**src/rtl/cnn_layer_accel_job_ctrl_pkg.sv**
```systemverilog
// cnn_layer_accel_job_ctrl_pkg: job controller FSM states and pixel channel layout
package cnn_layer_accel_job_ctrl_pkg;
  typedef enum logic [2:0] {IDLE, START, WAIT_FETCH, STREAM, WAIT_COMPLETE} state_t;
  localparam int CH_W = 16;
  localparam int NUM_CH = 8;
  localparam int PIX_W = CH_W * NUM_CH;
endpackage

```
**src/rtl/cnn_layer_accel_pix_skid.sv**
```systemverilog
// cnn_layer_accel_pix_skid: 2-entry FIFO absorbing the buffer read latency against pixel backpressure
module cnn_layer_accel_pix_skid
  import cnn_layer_accel_job_ctrl_pkg::*;
#(
  parameter int W = PIX_W
) (
  input  logic         clk_if,
  input  logic         rst,
  input  logic         flush,
  input  logic         load,
  input  logic [W-1:0] load_data,
  output logic         valid,
  input  logic         ready,
  output logic [W-1:0] data,
  output logic [1:0]   count
);
  logic [W-1:0] mem [2];
  logic wr_ptr, rd_ptr, pop;
  assign pop = valid && ready;
  assign valid = count != 2'd0;
  assign data = valid ? mem[rd_ptr] : '0;
  // the controller never loads a full FIFO, so load needs no guard here
  always_ff @(posedge clk_if) begin
    if (rst || flush) begin
      wr_ptr <= 1'b0;
      rd_ptr <= 1'b0;
      count <= 2'd0;
    end else begin
      if (load) mem[wr_ptr] <= load_data;
      wr_ptr <= wr_ptr ^ load;
      rd_ptr <= rd_ptr ^ pop;
      count <= count + {1'b0, load} - {1'b0, pop};
    end
  end
endmodule

```
**src/rtl/cnn_layer_accel_job_ctrl.sv**
```systemverilog
// cnn_layer_accel_job_ctrl: sequences one quad job and streams its rows from the pixel buffer.
// Define JOB_CTRL_WATCHDOG_EN to add a stall watchdog that aborts to IDLE with err set.
module cnn_layer_accel_job_ctrl
  import cnn_layer_accel_job_ctrl_pkg::*;
#(
  parameter int C_PIXEL_BUS_WIDTH = PIX_W,
  parameter int C_ADDR_WIDTH = 16,
  parameter int C_DIM_WIDTH = 10,
  parameter int C_TIMEOUT_CYCLES = 65535
) (
  input  logic                         clk_if,
  input  logic                         rst,
  input  logic                         cmd_valid,
  output logic                         cmd_ready,
  input  logic [C_DIM_WIDTH-1:0]       cmd_num_rows,
  input  logic [C_DIM_WIDTH-1:0]       cmd_num_cols,
  input  logic [C_ADDR_WIDTH-1:0]      cmd_base_addr,
  output logic                         mem_rd_en,
  output logic [C_ADDR_WIDTH-1:0]      mem_rd_addr,
  input  logic [C_PIXEL_BUS_WIDTH-1:0] mem_rd_data,
  output logic                         job_start,
  input  logic                         job_accept,
  input  logic                         job_fetch_request,
  output logic                         job_fetch_ack,
  output logic                         job_fetch_complete,
  input  logic                         job_complete,
  output logic                         job_complete_ack,
  output logic                         pixel_valid,
  input  logic                         pixel_ready,
  output logic [C_PIXEL_BUS_WIDTH-1:0] pixel_data,
  output logic                         busy,
  output logic                         job_done,
  output logic                         err
);
  state_t state, next;
  logic [C_DIM_WIDTH-1:0] rows, cols, row_cnt, rd_cnt, beat_cnt;
  logic [C_ADDR_WIDTH-1:0] addr;
  logic [1:0] skid_cnt;
  logic [2:0] occ;
  logic rd_q, xfer, last, accept, early_cmp, abort, row_end, wd_hit;
  assign cmd_ready = state == IDLE;
  assign busy = state != IDLE;
  assign job_start = state == START;
  assign accept = cmd_valid && state == IDLE;
  assign xfer = pixel_valid && pixel_ready;
  assign last = xfer && beat_cnt == cols - 1'b1;
  assign early_cmp = job_complete && (state == START || state == WAIT_FETCH || state == STREAM);
  assign abort = early_cmp || wd_hit;
  assign row_end = state == STREAM && last && !abort;
  // occupancy counts the beat leaving this cycle so reads keep pace at one beat per cycle
  assign occ = {1'b0, skid_cnt} + {2'b0, rd_q} - {2'b0, xfer};
  assign mem_rd_en = state == STREAM && !abort && rd_cnt != cols && occ < 3'd2;
  assign mem_rd_addr = addr;
  cnn_layer_accel_pix_skid #(.W(C_PIXEL_BUS_WIDTH)) u_skid (
    .clk_if,
    .rst,
    .flush(abort),
    .load(rd_q),
    .load_data(mem_rd_data),
    .valid(pixel_valid),
    .ready(pixel_ready),
    .data(pixel_data),
    .count(skid_cnt)
  );
`ifdef JOB_CTRL_WATCHDOG_EN
  logic [31:0] wd_cnt;
  always_ff @(posedge clk_if) begin
    if (rst || state == IDLE || next != state || xfer) wd_cnt <= '0;
    else wd_cnt <= wd_cnt + 1;
  end
  assign wd_hit = state != IDLE && wd_cnt == C_TIMEOUT_CYCLES;
`else
  assign wd_hit = 1'b0;
`endif
  always_comb begin
    next = state;
    case (state)
      IDLE:          next = cmd_valid ? START : IDLE;
      START:         next = job_accept ? WAIT_FETCH : START;
      WAIT_FETCH:    next = job_fetch_request ? STREAM : WAIT_FETCH;
      STREAM:        next = last ? (row_cnt + 1'b1 < rows ? WAIT_FETCH : WAIT_COMPLETE) : STREAM;
      WAIT_COMPLETE: next = job_complete_ack ? IDLE : WAIT_COMPLETE;
      default:       next = IDLE;
    endcase
    if (early_cmp) next = WAIT_COMPLETE;
    if (wd_hit) next = IDLE;
  end
  always_ff @(posedge clk_if) begin
    if (rst) begin
      state <= IDLE;
      {rows, cols, row_cnt, rd_cnt, beat_cnt} <= '0;
      addr <= '0;
      {rd_q, job_fetch_ack, job_fetch_complete, job_complete_ack, job_done, err} <= '0;
    end else begin
      state <= next;
      rd_q <= mem_rd_en;
      job_fetch_ack <= state == WAIT_FETCH && job_fetch_request && !abort;
      job_fetch_complete <= row_end;
      job_complete_ack <= !wd_hit && (early_cmp || (state == WAIT_COMPLETE && job_complete && !job_complete_ack));
      job_done <= state == WAIT_COMPLETE && job_complete_ack && !wd_hit;
      err <= !accept && (err || abort || (state == WAIT_COMPLETE && job_fetch_request));
      if (accept) begin
        rows <= cmd_num_rows;
        cols <= cmd_num_cols;
        row_cnt <= '0;
        addr <= cmd_base_addr;
      end
      if (mem_rd_en) begin
        addr <= addr + 1'b1;
        rd_cnt <= rd_cnt + 1'b1;
      end
      if (xfer) beat_cnt <= beat_cnt + 1'b1;
      if (state == WAIT_FETCH) {rd_cnt, beat_cnt} <= '0;
      if (row_end) row_cnt <= row_cnt + 1'b1;
    end
  end
endmodule

```
**config.mk**
```make
export PLATFORM = sky130hd
export DESIGN_NAME = cnn_layer_accel_job_ctrl
export DESIGN_NICKNAME = d
export VERILOG_FILES = /design/src/rtl/cnn_layer_accel_job_ctrl_pkg.sv /design/src/rtl/cnn_layer_accel_pix_skid.sv /design/src/rtl/cnn_layer_accel_job_ctrl.sv
export SDC_FILE = /design/constraint.sdc
export NUM_CORES = 1
export LEC_CHECK = 0
export BUFFER_PORTS_ARGS = -buffer_cell sky130_fd_sc_hd__buf_4
export CAP_MARGIN = 20
export CORE_MARGIN = 8
export CORE_UTILIZATION = 50
export CTS_CLUSTER_DIAMETER = 150
export CTS_CLUSTER_SIZE = 28
export DETAILED_ROUTE_END_ITERATION = 10
export PLACE_DENSITY_LB_ADDON = 0.25
export SETUP_SLACK_MARGIN = 0.2
export SYNTH_ARGS = -nofsm -noshare
export SYNTH_HDL_FRONTEND = slang
export SYNTH_HIERARCHICAL = 1
export SYNTH_SLANG_ARGS = --single-unit
```
**constraint.sdc**
```tcl
create_clock -name clk_if -period 45.5 [get_ports clk_if]
set_input_delay 4.55 -clock clk_if [delete_from_list [all_inputs] [get_ports clk_if]]
set_output_delay 4.55 -clock clk_if [all_outputs]
set_load 0.02 [all_outputs]
```
==> results of run 1 <==
==> worst max-delay path, delay by kind of cell <==
family,cells,cell delay [ns]
compound gates,1,0.49
fa+ha+maj,2,0.67
xor+xnor,1,0.14
buf+inv,3,0.58
simple gates,3,0.54
==> through the flow <==
| stage | cell area [µm²] | std cells | hold slack, ns | util [%] | total power [mW] |
|---|---|---|---|---|---|
| floorplan | 14100 | 1068 | 0.436 | - | 0.372 |
| global placement | 16700 | 1719 | 0.446 | 59.9 | 0.396 |
| detailed placement | 16700 | 1719 | 0.449 | 59.9 | 0.398 |
| CTS | 17100 | 1744 | 0.464 | 61.4 | 0.547 |
| global route | 17100 | 1746 | 0.478 | 61.5 | 0.563 |
| finish | 17100 | 1746 | 0.463 | 61.5 | 0.542 |
==> state kept, by name, summed over array words and instances, names as in the netlist <==
register,flops
job_done,1
mem_rd_addr,16
rd_q,1
cols,10
job_complete_ack,1
u_skid/wr_ptr,1
u_skid/rd_ptr,1
job_fetch_complete,1
state,3
rd_cnt,10
row_cnt,10
beat_cnt,10
rows,10
u_skid/count,2
job_fetch_ack,1
err,1
u_skid/mem,256
==> layer usage <==
metal | global-route usage (%) | routed length, µm | up-vias
met2 | 31.7 | 16400 | 286
met1 | 23.7 | 13500 | 4402
met4 | 5.16 | 857 | 0
met5 | 0 | 0 | -
li1 | - | - | 4410
met3 | 3.85 | 2330 | 41
==> power by group through the flow <==
stage | Clock, mW | Combinational, mW | Sequential (mW)
6_report | 0.152 | 0.0541 | 0.336
5_1_grt | 0.167 | 0.0588 | 0.337
4_1_cts | 0.157 | 0.0546 | 0.336
3_5_place_dp | 0 | 0.0544 | 0.343
3_3_place_gp | 0 | 0.0530 | 0.343
2_1_floorplan | 0 | 0.0292 | 0.343
==> path summary, 6_finish.rpt <==
kind	from	to	slack, ns	cells after the start
worst max-delay path	pixel_ready	mem_rd_en	33.97	10
worst min-delay path	rows[3]	rows[3]	0.46	2
worst max register to register	u_skid/count[1]	mem_rd_addr[13]	41.95	13
worst min register to register	rows[3]	rows[3]	0.46	2
==> final cells by class <==
type	instances	area (µm²)
Antenna cell	1	2.50
Clock buffer	25	413
Fill cell	2266	10700
Inverter	26	97.6
Multi-Input combinational cell	646	4300
Sequential cell	335	9270
Tap cell	378	473
Timing Repair Buffer	335	2530
==> layout by cell type (no fill, tap or decap), drive strengths merged, types with 2 or more instances in the layout <==
cell type    n
a211oi       2
a21o         2
a21oi       51
a221oi       2
a311oi       2
a32oi        5
and2         5
and3        18
and4         4
and4bb       2
buf        335
clkbuf      25
dfxtp       79
edfxtp     256
ha          17
inv         26
mux2i      130
nand2       65
nand2b       2
nand3       24
nand4        5
nand4b       5
nor2       177
nor3        19
nor3b        7
nor4         5
nor4b        6
o211ai       2
o21ai        8
o22ai        2
o311ai       4
or2          2
or3          2
or4          3
xnor2       25
xor2        26
==> cells by family (layout without fill, tap and decap cells) <==
group	count (synthesis)	after routing	share of synthesized area, %
mux	132	132	9.49
buf+inv	87	386	3.96
other cells	0	1	0
simple gates	353	353	11.8
compound gates	91	91	3.99
fa+ha+maj	18	18	1.65
flops	335	335	65.7
xor+xnor	52	52	3.38
==> run metrics, run 1 <==
worst-skew pair later-pin latency=0.50 ns; DRC Markers=0; Detail Route Antenna Nets=0; Most used DFF post-synth=edfxtp_1; Mapped Nets=1257; Final Hold Viols=0; Worst Tran Pin Value=1.08 ns; share of cells above drive strength 1=26.8%; Placer Congestion=0.802; gr ovfl total=0; CTS Buffer Depth=3; Post-CTS Setup Bufs=0; Post-synth top cells=edfxtp_1, nor2_1, mux2i_1, dfxtp_1, nand2_1; Final WS setup=33.97 ns; total number of vias=9139; Avg WL per Cell=19.0 µm; top-area cell type share of the netlist area=54.5%; DRT iter0 DRCs=469; setup tns final=0 ns; Clock power frac=28.0%; IO buf count=324; number of cell rows=61; area leader, netlist=edfxtp_1; CP max stage cell=a31o_2; Die H=184 µm; Via density=5.23; Area Growth Syn to Fin=21.1%; Clock transition at path regs=0.10 ns; sequential element share of the synthesized area=65.7%; Max Freq=86.8 MHz; root buffer cell=clkbuf_16; Int Pwr=0.420 mW; largest net degree at the start of global routing=87; pre-CTS setup slack=33.97 ns; CP most frequent cell=buf_4; Largest stage delay, worst path=0.49 ns; area of the die=0.0339 mm²; count leader, synth=edfxtp_1; max-slew violations=0; Pre-antenna DRT Iters=5; Hold Buf Count CTS=0; Min-Delay Path Class=reg -> reg; CTS tree=yes; Reg power frac=62.1%; synthesized area=0.0141 mm²; drt total wl=33100 µm; clk_skew=0.0180 ns; peak supply drop=0.0271 mV; sw frac=22.5%; Mapped Cells=1068; first-pass GRT wire length=50400 µm; Req. time, crit path=40.95 ns; PD cells=31.7 mW/mm²; GRT Total Usage=18.6%; total core area=0.0278 mm²; H-Tree Level Count=1; P_sw=0.122 mW; Yosys warnings=6; minimum clock period=11.53 ns; ys async rst share=0%; vias in the first global route=9286; Synth Register Bits=335; Layout Nets=1548; Clock Sink Count=335; RSZ-0062 raised after global routing=false; Area contributors post-synth=edfxtp_1, dfxtp_1, mux2i_1; Starting Density=50.8%; Yosys cell types=68; type of element capturing the critical path=output pin; setup violators final=0; Ports=325; startpoint types=input pin; max_cap viols=0; post_cts resized=0; EDFF count, synth=256; combinational share of power=10.0%; HPWL Detailed=22900 µm; LEAKAGE=6.28 nW; WS Path Type=in -> out; crit path DAT=6.98 ns; worst-path fanout max=29; average size of a mapped cell=13.2 µm²; Chip Width=184 µm; status=completed; CTS buffer count=15; final worst path period share=25.3%; initial antenna violation count=1; Slew HR=27.8%; worst path cell trace=buf_4, and2_1, ha_1, nand2b_1, fa_1, xnor2_1, nand3_1, a31o_2, inv_2, buf_4
Note: power is estimated with default switching activity, not from simulation.
==> run 2, diff against run 1 <==
--- a/config.mk
+++ b/config.mk
@@ -5,10 +5,11 @@
 export SDC_FILE = /design/constraint.sdc
 export NUM_CORES = 1
 export LEC_CHECK = 0
+export ABC_AREA = 1
 export BUFFER_PORTS_ARGS = -buffer_cell sky130_fd_sc_hd__buf_4
 export CAP_MARGIN = 20
 export CORE_MARGIN = 8
-export CORE_UTILIZATION = 50
+export CORE_UTILIZATION = 49
 export CTS_CLUSTER_DIAMETER = 150
 export CTS_CLUSTER_SIZE = 28
 export DETAILED_ROUTE_END_ITERATION = 10
==> constraint.sdc (replaced) <==
create_clock -name clk_if -period 9.85 [get_ports clk_if]
set_input_delay 0.985 -clock clk_if [delete_from_list [all_inputs] [get_ports clk_if]]
set_output_delay 0.985 -clock clk_if [all_outputs]
set_load 0.02 [all_outputs]
==> run metrics, run 2 <==
crit path DAT=3.63 ns (-3.35 ns); clk_skew=0.0170 ns (-0.000957 ns); average size of a mapped cell=10.4 µm² (-22%); combinational share of power=17.7% (+7.7 points); max_cap viols=0 (unchanged); startpoint types=flop; IO buf count=324 (unchanged); PD cells=162 mW/mm² (+410%); placed instance area=0.0168 mm² (+1.1%); synthesized area=0.0143 mm² (+1.1%); vias in the first global route=10600 (+14%); Worst Tran Pin Value=1.11 ns (+0.0309 ns); RSZ-0062 raised after global routing=false; P_sw=0.763 mW (+530%); utilization after layout=60.2% (-1.4 points); Min-Delay Path Class=reg -> reg; Starting Density=49.7% (-1.1 points); DRC Markers=0 (unchanged); Placer Congestion=0.849 (+6.0%); Synth Area in Compound Gates=9.10% (+5.1 points); area leader, netlist=edfxtp_1; Yosys cell types=41 (-40%); Clock power frac=25.9% (-2.1 points); count leader, synth=nand2_1; Hold Buf Count CTS=0 (unchanged); Synth Area in Adders=1.63% (-0.017 points); HPWL Detailed=24700 µm (+7.9%); worst-path fanout max=45 (+55%); post-synthesis mux area share=0% (-9.5 points); Ports=325 (unchanged); setup violators final=0 (unchanged); CTS tree=yes; largest net degree at the start of global routing=97 (+11%); GRT Total Usage=19.8% (+1.2 points); commonest non-fill, non-tap cell in the layout=nand2_1; peak supply drop=0.155 mV (+470%); Most flops, register=u_skid/mem; Synth Area in Simple Gates=16.6% (+4.7 points); Area Growth Syn to Fin=21.1% (about the same); initial antenna violation count=4 (+3); Synth Register Bits=335 (unchanged); Largest stage delay, worst path=0.51 ns (+0.02 ns); max-slew violations=0 (unchanged); Clock transition at path regs=0.12 ns (+0.02 ns); Slew HR=25.7% (-2.1 points); Yosys warnings=6 (unchanged); largest family of logic cells by synthesized area=simple AND/OR/NAND/NOR gates; Via density=5.13 (-1.9%); total core area=0.0287 mm² (+3.3%); Post-synth top cells=nand2_1, edfxtp_1, a21oi_1, inv_1, dfxtp_1; Die H=187 µm (+1.4%); top-area cell type share of the netlist area=53.9% (-0.57 points); Reg power frac=56.4% (-5.7 points); CTS Buffer Depth=3 (unchanged); Final Total Pwr=2.80 mW (+420%); Layout Nets=1848 (+19%); EDFF count, synth=256 (unchanged); Final Hold Viols=0 (unchanged); Chip Width=187 µm (+1.4%); CTS buffer count=15 (unchanged); Mapped Cells=1376 (+29%); final instance area=0.0173 mm² (+1.0%); max reg flops=256 (unchanged); share of cells above drive strength 1=22.2% (-4.6 points); type of element capturing the critical path=output pin; Post-CTS Setup Bufs=0 (unchanged); number of cell rows=62 (+1.6%); sw frac=27.3% (+4.8 points); total number of vias=10600 (+15%); XOR/XNOR Fraction of Synth Area=1.97% (-1.4 points); CP max stage cell=dfxtp_1; Detail Route Antenna Nets=0 (unchanged); Clock Sink Count=335 (unchanged); WS Path Type=reg -> out; commonest cells after routing, fill and taps aside=nand2_1, buf_4, edfxtp_1; Int Pwr=2.04 mW (+380%); root buffer cell=clkbuf_16; Mapped Nets=1565 (+25%); Area contributors post-synth=edfxtp_1, dfxtp_1, nand2_1; ys async rst share=0% (unchanged); Req. time, crit path=8.87 ns (-32.08 ns); gr ovfl total=0 (unchanged); Avg WL per Cell=17.5 µm (-7.4%); sequential element share of the synthesized area=65.0% (-0.69 points); DRT iter0 DRCs=722 (+54%); Pre-antenna DRT Iters=4 (-1); worst-skew pair later-pin latency=0.51 ns (about the same); setup tns final=0 ns (unchanged); H-Tree Level Count=1 (unchanged); final worst path period share=46.9%; first-pass GRT wire length=56700 µm (+13%); LEAKAGE=6.87 nW (+9.5%); Max Freq=216 MHz; Most used DFF post-synth=edfxtp_1; final hold slack=0.469 ns (+0.00589 ns); status=completed; area of the die=0.0348 mm² (+2.9%); post_cts resized=0 (unchanged); drt total wl=36100 µm (+9.0%); minimum clock period=4.62 ns; worst path cell trace=inv_1, nand2_1, nand2_1, inv_1, ha_1, inv_1, nand2_1, fa_1, xor2_1, nor3b_4, nand2_4, inv_4, buf_4
run 2: cell types whose count changed in the layout (fill, tap and decap cells not counted), sizes merged, moves of 18 or more:
cell and change:
mux2i -130, a21oi +155, nand3 +25, nor2 -111
inv +69, nand2 +337, and3 -18, o21ai +36
run 2: worst max-delay path: cells and delay by family (launching register included):
| family | cells | cell delay, ns |
|---|---|---|
| XOR/XNOR | 1 | 0.20 |
| adder cells (fa/ha/maj) | 2 | 0.62 |
| buffers and inverters | 5 | 0.74 |
| flip-flops | 1 | 0.51 |
| AND/OR/NAND/NOR | 5 | 1.02 |
run 2: final timing paths:
kind	start	to	slack, ns	cells after the start
setup / recovery	u_skid/count[1]	mem_rd_en	5.23	13
hold / removal	rows[6]	rows[6]	0.47	2
setup reg to reg	u_skid/count[1]	mem_rd_addr[11]	6.56	16
hold reg to reg	rows[6]	rows[6]	0.47	2
run 2: stage by stage:
stage,worst slack [ns],std cells
global placement,5.40,2026
floorplan,2.50,1376
finish,5.23,2056
detailed placement,5.35,2026
CTS,5.21,2052
global route,4.96,2056
run 2: cell families after synthesis:
kind of cell	count (synthesis)
AO/OA/AOI/OAI	256
buffers and inverters	164
AND/OR/NAND/NOR	571
adder cells (fa/ha/maj)	18
XOR/XNOR	32
flip-flops	335
run 2: layout make-up:
cell class                      instances  area, µm²
Clock inverter                          2       26.3
Multi-Input combinational cell        877       4200
Timing Repair Buffer                  334       2510
Sequential cell                       335       9270
Tap cell                              384        480
Fill cell                            2487      11400
Clock buffer                           24        409
Inverter                               96        365
Antenna cell                            4       10.0
run 2: metal layers:
metal	routed length, µm	up-vias	part of all wire (%)	global-route usage (%)
li1	-	5230	-	-
met1	14400	4987	40	23.6
met2	17600	283	49	33.4
met3	3010	55	8.4	6.67
met4	1010	0	2.8	6.29
met5	0	-	0	0
run 2: power groups by stage:
stage	combinational [mW]	sequential (mW)	clock, mW
final	0.494	1.58	0.725
after global routing	0.544	1.58	0.805
after CTS	0.499	1.58	0.750
after detailed placement	0.498	1.61	0
after global placement	0.489	1.61	0
after floorplan	0.294	1.60	0
==> run 3, diff against run 2 <==
--- a/config.mk
+++ b/config.mk
@@ -9,7 +9,7 @@
 export BUFFER_PORTS_ARGS = -buffer_cell sky130_fd_sc_hd__buf_4
 export CAP_MARGIN = 20
 export CORE_MARGIN = 8
-export CORE_UTILIZATION = 49
+export CORE_UTILIZATION = 50
 export CTS_CLUSTER_DIAMETER = 150
 export CTS_CLUSTER_SIZE = 28
 export DETAILED_ROUTE_END_ITERATION = 10
==> constraint.sdc (replaced) <==
create_clock -name clk_if -period 4.3 [get_ports clk_if]
set_input_delay 0.43 -clock clk_if [delete_from_list [all_inputs] [get_ports clk_if]]
set_output_delay 0.43 -clock clk_if [all_outputs]
set_load 0.02 [all_outputs]
==> run metrics, run 3 (synthesized netlist as in run 2, its figures left out) <==
clk_skew=0.0145 ns (-0.00254 ns); first-pass GRT wire length=56300 µm (-0.81%); H-Tree Level Count=1 (unchanged); setup violators final=0 (unchanged); Via density=5.19 (+1.1%); Starting Density=50.2% (+0.54 points); final instance area=0.0174 mm² (+0.51%); utilization after layout=61.1% (+0.97 points); initial antenna violation count=1 (-3); LEAKAGE=6.90 nW (+0.41%); placed instance area=0.0169 mm² (+0.65%); area of the die=0.0342 mm² (-1.8%); Area Growth Syn to Fin=21.7%; total core area=0.0284 mm² (-1.1%); Die H=185 µm (-0.92%); Reg power frac=56.4% (about the same); Most flops, register=u_skid/mem; Ports=325 (unchanged); max reg flops=256 (unchanged); peak supply drop=0.398 mV (+160%); Slew HR=44.3% (+19 points); status=completed; RSZ-0062 raised after global routing=false; minimum clock period=3.66 ns; Placer Congestion=0.881 (+3.8%); max_cap viols=0 (unchanged); Avg WL per Cell=17.6 µm (+0.43%); type of element capturing the critical path=output pin; Detail Route Antenna Nets=0 (unchanged); PD cells=368 mW/mm² (+130%); gr ovfl total=0 (unchanged); DRC Markers=0 (unchanged); drt total wl=36300 µm (+0.57%); Clock power frac=25.4% (-0.5 points); Chip Width=185 µm (-0.92%); Layout Nets=1854 (+0.32%); share of cells above drive strength 1=22.9% (+0.64 points); worst-path fanout max=17 (-62%); CTS tree=yes; combinational share of power=18.2% (+0.5 points); Max Freq=273 MHz; GRT Total Usage=20.6% (+0.76 points); setup tns final=0 ns (unchanged); startpoint types=flop; Clock transition at path regs=0.11 ns (about the same); commonest cells after routing, fill and taps aside=nand2_1, buf_4, edfxtp_1; IO buf count=324 (unchanged); total number of vias=10700 (+1.3%); final worst path period share=85.2%; Worst Tran Pin Value=0.833 ns (-0.282 ns); final hold slack=0.0976 ns (-0.372 ns); Min-Delay Path Class=in -> reg; Req. time, crit path=3.87 ns (-5.00 ns); vias in the first global route=10600 (+0.24%); worst-skew pair later-pin latency=0.50 ns (about the same); root buffer cell=clkbuf_16; Post-CTS Setup Bufs=0 (unchanged); Hold Buf Count CTS=0 (unchanged); P_sw=1.75 mW (+130%); commonest non-fill, non-tap cell in the layout=nand2_1; WS Path Type=reg -> out; CTS Buffer Depth=3 (unchanged); Int Pwr=4.64 mW (+130%); CTS buffer count=15 (unchanged); sw frac=27.4% (+0.11 points); Final Hold Viols=0 (unchanged); Clock Sink Count=335 (unchanged); post_cts resized=0 (unchanged); number of cell rows=62 (unchanged); largest net degree at the start of global routing=128 (+32%); max-slew violations=0 (unchanged); DRT iter0 DRCs=707 (-2.1%); crit path DAT=3.23 ns (-0.40 ns); HPWL Detailed=25100 µm (+1.4%); Pre-antenna DRT Iters=5 (+1)
run 3: cell types whose count changed in the layout (fill, tap and decap cells not counted), sizes merged:
cell | before | now
buf | 334 | 340
diode | 4 | 1
bufinv | 1 | 0
clkinv | 2 | 3
run 3: power groups by stage:
| stage | combinational [mW] | clock [mW] | sequential, mW |
|---|---|---|---|
| floorplan | 0.680 | 0 | 3.68 |
| global placement | 1.15 | 0 | 3.68 |
| detailed placement | 1.17 | 0 | 3.68 |
| CTS | 1.17 | 1.68 | 3.60 |
| global route | 1.28 | 1.79 | 3.62 |
| finish | 1.16 | 1.62 | 3.61 |
run 3: path summary, 6_finish.rpt:
path / slack [ns] / startpoint / depth (start not counted) / to
worst max register to register: 1.25 / u_skid/count[1] / 15 / rd_cnt[2]
worst min register to register: 0.47 / rows[4] / 2 / rows[4]
worst min-delay path: 0.1 / mem_rd_data[83] / 1 / u_skid/mem[1][83]
worst max-delay path: 0.64 / u_skid/count[1] / 13 / mem_rd_en
run 3: layout make-up:
type | instances | area, µm²
Clock buffer | 24 | 409
Timing Repair Buffer | 340 | 2590
Fill cell | 2383 | 11000
Antenna cell | 1 | 2.50
Tap cell | 384 | 480
Clock inverter | 2 | 12.5
Inverter | 96 | 368
Multi-Input combinational cell | 877 | 4220
Sequential cell | 335 | 9280
run 3: per-layer routing:
metal  part of all wire (%)  up-vias  GRT usage [%]  wire, µm
li1                       -     5238              -         -
met2                     49      339           35.0     17800
met4                    2.7        0           5.86       973
met1                     40     5060           25.0     14500
met3                    8.5       52           6.34      3100
met5                      0        -              0         0
run 3: critical path, stage by stage, from the launching register on:
cell	delay, ns
dfxtp_1	0.50
inv_1	0.10
nand2_1	0.11
nand2_1	0.14
inv_1	0.13
ha_1	0.23
inv_1	0.05
nand2_1	0.05
fa_1	0.38
xor2_1	0.20
nor3b_4	0.39
nand2_4	0.09
inv_4	0.18
buf_4	0.18
run 3: per-stage QoR:
| stage | setup WS [ns] | total power [mW] | cells |
|---|---|---|---|
| detailed placement | 1.17 | 4.85 | 2032 |
| global placement | 1.24 | 4.83 | 2032 |
| CTS | 0.593 | 6.46 | 2058 |
| floorplan | 0.0515 | 4.36 | 1376 |
| global route | 0.356 | 6.69 | 2059 |
| finish | 0.637 | 6.39 | 2059 |
